File: src/rtl/mips_mem_pkg.sv
// Shared types and constants for the MEM-stage access unit and its MEM/WB register.
package mips_mem_pkg;

    typedef enum logic [1:0] {
        IDLE = 2'd0,
        BUSY = 2'd1,
        DONE = 2'd2
    } mem_state_t;

    localparam int DEF_DATA_W  = 32;
    localparam int DEF_REG_W   = 5;
    localparam int DEF_TIMEOUT = 255;

    localparam logic [1:0] WORD_ALIGN_MASK = 2'b11;

    // Counter must be able to hold TIMEOUT itself.
    function automatic int cnt_width(input int timeout);
        return $clog2(timeout + 1);
    endfunction

    localparam int DEF_CNT_W = cnt_width(DEF_TIMEOUT);

endpackage

File: src/rtl/mem_wb_register.sv
// MEM/WB pipeline register with load enable and bubble insertion (bubble clears reg_write only).
module mem_wb_register
    import mips_mem_pkg::*;
#(
    parameter int DATA_W = DEF_DATA_W,
    parameter int REG_W  = DEF_REG_W
) (
    input  logic              clk,
    input  logic              reset,
    input  logic              load_en,
    input  logic              bubble,
    input  logic [DATA_W-1:0] new_write_data,
    input  logic [REG_W-1:0]  new_write_reg,
    input  logic              new_reg_write,
    input  logic              new_mem_to_reg,
    output logic [DATA_W-1:0] write_data,
    output logic [REG_W-1:0]  write_reg,
    output logic              reg_write,
    output logic              mem_to_reg
);

    always_ff @(posedge clk or negedge reset) begin
        if (!reset) begin
            write_data <= '0;
            write_reg  <= '0;
            reg_write  <= 1'b0;
            mem_to_reg <= 1'b0;
        end else if (bubble) begin
            reg_write <= 1'b0;
        end else if (load_en) begin
            write_data <= new_write_data;
            write_reg  <= new_write_reg;
            reg_write  <= new_reg_write;
            mem_to_reg <= new_mem_to_reg;
        end
    end

endmodule

File: src/rtl/mem_stage_access_unit.sv
// MEM stage: runs the data-memory req/ack transaction for EX/MEM and feeds MEM/WB.
module mem_stage_access_unit
    import mips_mem_pkg::*;
#(
    parameter int DATA_W  = DEF_DATA_W,
    parameter int REG_W   = DEF_REG_W,
    parameter int TIMEOUT = DEF_TIMEOUT
) (
    input  logic              clk,
    input  logic              reset,
    input  logic [DATA_W-1:0] exmem_pc,
    input  logic [DATA_W-1:0] exmem_alu_result,
    input  logic [DATA_W-1:0] exmem_read_data2,
    input  logic [REG_W-1:0]  exmem_write_reg,
    input  logic              exmem_jal,
    input  logic              exmem_mem_read,
    input  logic              exmem_mem_to_reg,
    input  logic              exmem_mem_write,
    input  logic              exmem_reg_write,
    output logic              dmem_req,
    output logic              dmem_we,
    output logic [DATA_W-1:0] dmem_addr,
    output logic [DATA_W-1:0] dmem_wdata,
    input  logic              dmem_ack,
    input  logic [DATA_W-1:0] dmem_rdata,
    output logic              mem_stall,
    output logic [DATA_W-1:0] memwb_write_data,
    output logic [REG_W-1:0]  memwb_write_reg,
    output logic              memwb_reg_write,
    output logic              memwb_mem_to_reg,
    output logic              misalign_err,
    output logic              bus_err
);

    localparam int                CNT_W     = cnt_width(TIMEOUT);
    localparam logic [CNT_W-1:0]  CNT_LAST  = CNT_W'(TIMEOUT - 1);
    localparam logic [DATA_W-1:0] ADDR_MASK = ~(DATA_W'(WORD_ALIGN_MASK));

    mem_state_t        state, state_next;
    logic [CNT_W-1:0]  cnt;
    logic              abort;
    logic [DATA_W-1:0] rdata_q;

    logic access, aligned;
    logic stall_c, start, misalign, ack_hit, timeout_hit, finish;
    logic [DATA_W-1:0] wb_data;
    logic              wb_reg_write;

    assign access  = exmem_mem_read | exmem_mem_write;
    assign aligned = (exmem_alu_result[1:0] & WORD_ALIGN_MASK) == 2'b00;

    always_ff @(posedge clk or negedge reset) begin
        if (!reset) state <= IDLE;
        else        state <= state_next;
    end

    always_comb begin
        state_next  = state;
        stall_c     = 1'b0;
        start       = 1'b0;
        misalign    = 1'b0;
        ack_hit     = 1'b0;
        timeout_hit = 1'b0;
        finish      = 1'b0;
        case (state)
            IDLE: begin
                if (access && aligned) begin
                    stall_c    = 1'b1;
                    start      = 1'b1;
                    state_next = BUSY;
                end else if (access) begin
                    misalign = 1'b1;
                end
            end
            BUSY: begin
                stall_c = 1'b1;
                // ack takes priority over a coincident timeout
                if (dmem_ack) begin
                    ack_hit    = 1'b1;
                    state_next = DONE;
                end else if (cnt == CNT_LAST) begin
                    timeout_hit = 1'b1;
                    state_next  = DONE;
                end
            end
            DONE: begin
                finish     = 1'b1;
                state_next = IDLE;
            end
            default: state_next = IDLE;
        endcase
    end

    // Gated by reset so every output reads 0 while reset is held.
    assign mem_stall = reset & stall_c;

    always_ff @(posedge clk or negedge reset) begin
        if (!reset) begin
            cnt          <= '0;
            abort        <= 1'b0;
            rdata_q      <= '0;
            dmem_req     <= 1'b0;
            dmem_we      <= 1'b0;
            dmem_addr    <= '0;
            dmem_wdata   <= '0;
            misalign_err <= 1'b0;
            bus_err      <= 1'b0;
        end else begin
            misalign_err <= misalign;
            bus_err      <= finish & abort;
            if (start) begin
                dmem_req   <= 1'b1;
                dmem_we    <= exmem_mem_write;
                dmem_addr  <= exmem_alu_result & ADDR_MASK;
                dmem_wdata <= exmem_read_data2;
                abort      <= 1'b0;
                cnt        <= '0;
            end
            if (state == BUSY) cnt <= cnt + 1'b1;
            if (ack_hit) begin
                dmem_req <= 1'b0;
                rdata_q  <= dmem_rdata;
            end
            if (timeout_hit) begin
                dmem_req <= 1'b0;
                abort    <= 1'b1;
            end
            if (finish) begin
                cnt   <= '0;
                abort <= 1'b0;
            end
        end
    end

    assign wb_data      = exmem_jal ? exmem_pc : (exmem_mem_to_reg ? rdata_q : exmem_alu_result);
    assign wb_reg_write = exmem_reg_write & ~(misalign | (finish & abort));

    mem_wb_register #(
        .DATA_W(DATA_W),
        .REG_W (REG_W)
    ) u_mem_wb (
        .clk           (clk),
        .reset         (reset),
        .load_en       (~stall_c),
        .bubble        (stall_c),
        .new_write_data(wb_data),
        .new_write_reg (exmem_write_reg),
        .new_reg_write (wb_reg_write),
        .new_mem_to_reg(exmem_mem_to_reg),
        .write_data    (memwb_write_data),
        .write_reg     (memwb_write_reg),
        .reg_write     (memwb_reg_write),
        .mem_to_reg    (memwb_mem_to_reg)
    );

endmodule

File: config.mk
export PLATFORM = sky130hd
export DESIGN_NAME = mem_stage_access_unit
export DESIGN_NICKNAME = d
export VERILOG_FILES = /design/src/rtl/mips_mem_pkg.sv /design/src/rtl/mem_wb_register.sv /design/src/rtl/mem_stage_access_unit.sv
export SDC_FILE = /design/constraint.sdc
export NUM_CORES = 1
export LEC_CHECK = 0
export CORE_UTILIZATION = 48
export DETAILED_ROUTE_END_ITERATION = 8
export PLACE_DENSITY = 0.92
export RECOVER_POWER = 25
export SYNTH_ARGS = -nofsm -noshare
export SYNTH_HDL_FRONTEND = slang
export SYNTH_SLANG_ARGS = --single-unit
export TNS_END_PERCENT = 100
File: constraint.sdc
create_clock -name clk -period 3.8 [get_ports clk]
set_input_delay 0.76 -clock clk [delete_from_list [all_inputs] [get_ports clk]]
set_output_delay 0.76 -clock clk [all_outputs]
set_load 0.05 [all_outputs]
# After elaboration in Yosys (flattened, before gate mapping)

Cells that the tools add are included.
W data, S select, Z words.

Logic and storage cells: 61
Input port bits: 141
Bits in latches: 0
RAM bits: 0
Memory bits (read-only): 0
Memories kept: 0
Register bits after elaboration: 148

Magnitude comparators: 0
Shift operators: 0
Reductions and logical operators: 7
Multiplexer cells: 28
Equality and inequality tests: 5
Multipliers: 0
Div/mod/pow operators: 0
Bitwise operators: 6
$add $sub $neg: 1

Operators with widths:

| operator              | number |
|---|---|
| $mux W32              | 2 |
| $mux W8               | 3 |
| $mux W1               | 18 |
| $reduce_bool A3 Y1    | 3 |
| $add A8 B1 Y8 const B | 1 |
| $eq A8 B8 Y1 const B  | 1 |
| $mux W2               | 3 |
| $logic_not A2 Y1      | 2 |
| $pmux W2 S2           | 1 |
| $and A1 B1 Y1         | 3 |
| $ne A3 B3 Y1 const B  | 1 |
| $eq A2 B1 Y1 const B  | 1 |
| $eq A2 B2 Y1 const B  | 1 |
| $ne A2 B2 Y1 const B  | 1 |
| $or A1 B1 Y1          | 2 |
| $pmux W1 S2           | 1 |
| $reduce_and A2 Y1     | 1 |
| $logic_and A1 B1 Y1   | 1 |
| $not A1 Y1            | 1 |

# Logic depth before layout (Yosys ltp)

Depth after elaboration: 8
Gate-level depth with buffers: 7
Mapped depth without buffers: 6

# By module

Synthesis repeated with hierarchy kept, for this count alone.

Cells, all modules: 471
Area total of the unflattened synthesis: 6575.1 µm²

Modules (own cells, without submodules):

| module                | cells an instance | sequential area each (µm²) | times used | area each (µm²) |
|---|---|---|---|---|
| mem_stage_access_unit | 387               | 2727.6                     | 1          | 5009.8 |
| mem_wb_register       | 84                | 975.9                      | 1          | 1565.3 |

# Worst setup path before layout

No wires, ideal clock.

Path kind: input-to-output
From: in exmem_alu_result[0]
To: out mem_stall
Stages on the path: 6
Data required time: 3040 ps
Path slack: 1000 ps
Data arrival time: 2040 ps
Cells stage by stage: nor2_1 > o21ai_0 > a21oi_1 > buf_2 > buf_4 > and2_1

Longest elaborated chain between the ends: 5

Ends and longest elaborated chain:

| item                | RTL line                    | text |
|---|---|---|
| start, declared     | mem_stage_access_unit.sv:12 | `input logic [DATA_W-1:0] exmem_alu_result,` |
| $logic_not A2 Y1    | mem_stage_access_unit.sv:50 | `assign aligned = (exmem_alu_result[1:0] & WORD_ALIGN_MASK) == 2'b00;` |
| $logic_and A1 B1 Y1 | mem_stage_access_unit.sv:67 | `if (access && aligned) begin` |
| $mux W1             | mem_stage_access_unit.sv:67 |  |
| $pmux W1 S2         | mem_stage_access_unit.sv:65 | `case (state)` |
| $and A1 B1 Y1       | mem_stage_access_unit.sv:95 | `assign mem_stall = reset & stall_c;` |
| end, declared       | mem_stage_access_unit.sv:26 | `output logic mem_stall,` |

No other way between the ends.

# Worst setup path after layout

Same ends and word-level chain as after synthesis.

==> flow_metrics.tcl <==
set metrics [dict create \
    synth_area_um2 6490 \
    place.gp.congestion 0.812 \
    p_leak_nw 4.24 \
    worstPathRequired_ns 3.04 \
    status "finished, final reports clean" \
    cts_resized 0 \
    clock_path_buffers 2 \
    hp-class "register to register" \
    critPathMaxFanout 3 \
    whs_ns 0.501 \
    rsz0062_at_grt "no" \
    clock_sinks 148 \
    netlist.area_leader.share 0.571 \
    layout_min_cycle_time_ns 3.13 \
    rows 42 \
    drive_gt1_frac 0.234 \
    die_y_um 118 \
    cts-htree-levels 4 \
    diodes 0 \
    fmax_ghz 0.320 \
    cts_setup_buffers 0 \
    ioPinCount 249 \
    async_reset_ff_frac 1.00 \
    p_per_area_nw_per_um2 680 \
    yosysSeqAreaShare 0.571 \
    grt_pass1_wl_mm 27.0 \
    synth-seq-cells 148 \
    synth_ff_type "dfrtp_1" \
    portBuffers 246 \
    antenna_found_initial 0 \
    nets 853 \
    avgSynthCellArea_um2 13.9 \
    numCtsBuffers 17 \
    dr.pass1.iters 4 \
    grt_use_total 0.250 \
    largestRegisters "dmem_wdata (32), rdata_q (32), u_mem_wb.write_data (32)" \
    die_width_um 118 \
    synthCells 467 \
    fin_area_um2 9630 \
    hold_violations 0 \
    ir_worst_vdd_mv 0.447 \
    power_mw 6.55 \
    grt_pass1_vias 5131 \
    fin_setup_tns_ns 0 \
    crit_path_start_kind "input port" \
    pre_cts_ws_ns 0.830 \
    grt.overflow.total 0 \
    cts.hold.buffers_added 0 \
    cap_violations 0 \
    place_hpwl_mm 11.7 \
    drc_errors 0 \
    drv_slew 0 \
    netlist_top_cells_area "dfrtp_1 57%, mux2_2 15%, mux2_4 8.6%, mux2i_1 4.9%, o21ai_0 2.6%" \
    ant_nets 0 \
    criticalPathCategory "input port to output port" \
    setup_violations 0 \
    worst_setup_path_end_kind "output port" \
    avgRoutedWirePerCell_um 18.8 \
    drt-total-wl_mm 16.9 \
    start_util 0.492 \
    finClkSkew_ns 0.00678 \
    vias 4701 \
    initialDrtViolationCount 208 \
    syn_to_final_growth_pct 48.4 \
    grt_start_max_net_pins 73 \
    core-area_um2 13200 \
    insertion_delay_ns 0.41 \
    worst_slack_ns 0.671 \
    clk_pin_slew_ns 0.06 \
    synth_edf_count 0 \
    crit_arrival_ns 2.37 \
    dieArea_um2 14000 \
    period_share 0.823 \
    synth_top_cell_by_area "dfrtp_1" \
    cts_root_buf "clkbuf_16" \
    yosys_warnings 0 \
    place_area_um2 9060 \
    relSlewSlack 0.0939 \
    cts_tree "built" \
    via_per_inst 5.23 \
    synth_cell_types 40 \
    tightest_slew_ns 1.36 \
]
kinds of logic (layout without fill, tap and decap cells):
kind of cell | after synthesis | in the layout | share of synthesized area
adders and majority gates | 2 | 2 | 0.00386
other | 1 | 2 | 0.000578
DFF | 148 | 148 | 0.571
buffers and inverters | 32 | 287 | 0.0293
AOI/OAI and AO/OA | 55 | 55 | 0.0501
and+or+nand+nor | 64 | 64 | 0.0440
muxes | 165 | 165 | 0.302
placed cells by master, fill, tap and decap left out, drive strengths merged, types with 3 or more instances in the layout:
cell type / instances
mux2: 133
dfrtp: 148
inv: 5
o21ai: 35
buf: 7
clkbuf: 22
clkinv: 5
o21a: 3
nand2: 40
nand3: 3
mux2i: 32
clkinvlp: 4
a21oi: 4
clkdlybuf4s50: 240
nor2: 11
path summary, 6_finish.rpt:
kind                                      from                 endpoint  slack [ns]  cells after the start
min in group asynchronous                reset  u_mem_wb.write_data[15]        0.64                      1
hold reg to reg                    rdata_q[25]              rdata_q[25]        0.50                      1
setup / recovery           exmem_alu_result[0]                mem_stall        0.67                      6
max in group asynchronous                reset  u_mem_wb.write_data[18]        1.20                      2
hold / removal                     rdata_q[25]              rdata_q[25]        0.50                      1
setup reg to reg                      state[0]               rdata_q[6]        1.34                      4
stage by stage:
stage | std cells | utilization
after floorplan | 468 | -
after global placement | 867 | 0.687
after detailed placement | 867 | 0.687
after CTS | 899 | 0.731
after global routing | 899 | 0.730
final | 899 | 0.730
report_power, final:
group	internal, mW	leakage, nW	switching (mW)	total [mW]
Sequential	2.02	1.78	0.271	2.29
Combinational	1.09	2.19	1.54	2.63
Clock	0.984	0.272	0.647	1.63
synth_stat cells, types with 2 or more instances:
master	instances
dfrtp_1	148
mux2_2	89
nand2_1	39
mux2_4	37
o21ai_0	34
mux2i_1	32
buf_2	11
nor2_1	9
clkbuf_1	8
mux2_1	7
buf_6	6
a21oi_1	4
inv_1	4
buf_4	3
nand3_1	3
o21a_1	3
a21boi_0	2
a31oi_1	2
and3_1	2
ha_1	2
nand4_1	2
o211ai_1	2
worst max-delay path, cell delays in order:
cell and delay [ns]:
dlygate4sd3_1 0.58, nor2_1 0.21, o21ai_0 0.24, a21oi_4 0.23, and2_1 0.19, buf_12 0.15
layout make-up:
cell class              count  area, um2
clock buffers              20        447
clock inverters            12        131
fillers                   874       3560
inverters                   4       15.0
multi-input cells         288       2610
flip-flops and latches    148       3700
well taps                 176        220
repair buffers            251       2500
per-layer routing:
metal  global-route usage  routed length, um
met2                0.442               8700
met3               0.0541                867
met5                    0                  0
met1                0.299               6940
met4               0.0897                385
No activity file was read; power rests on OpenSTA's default activity.
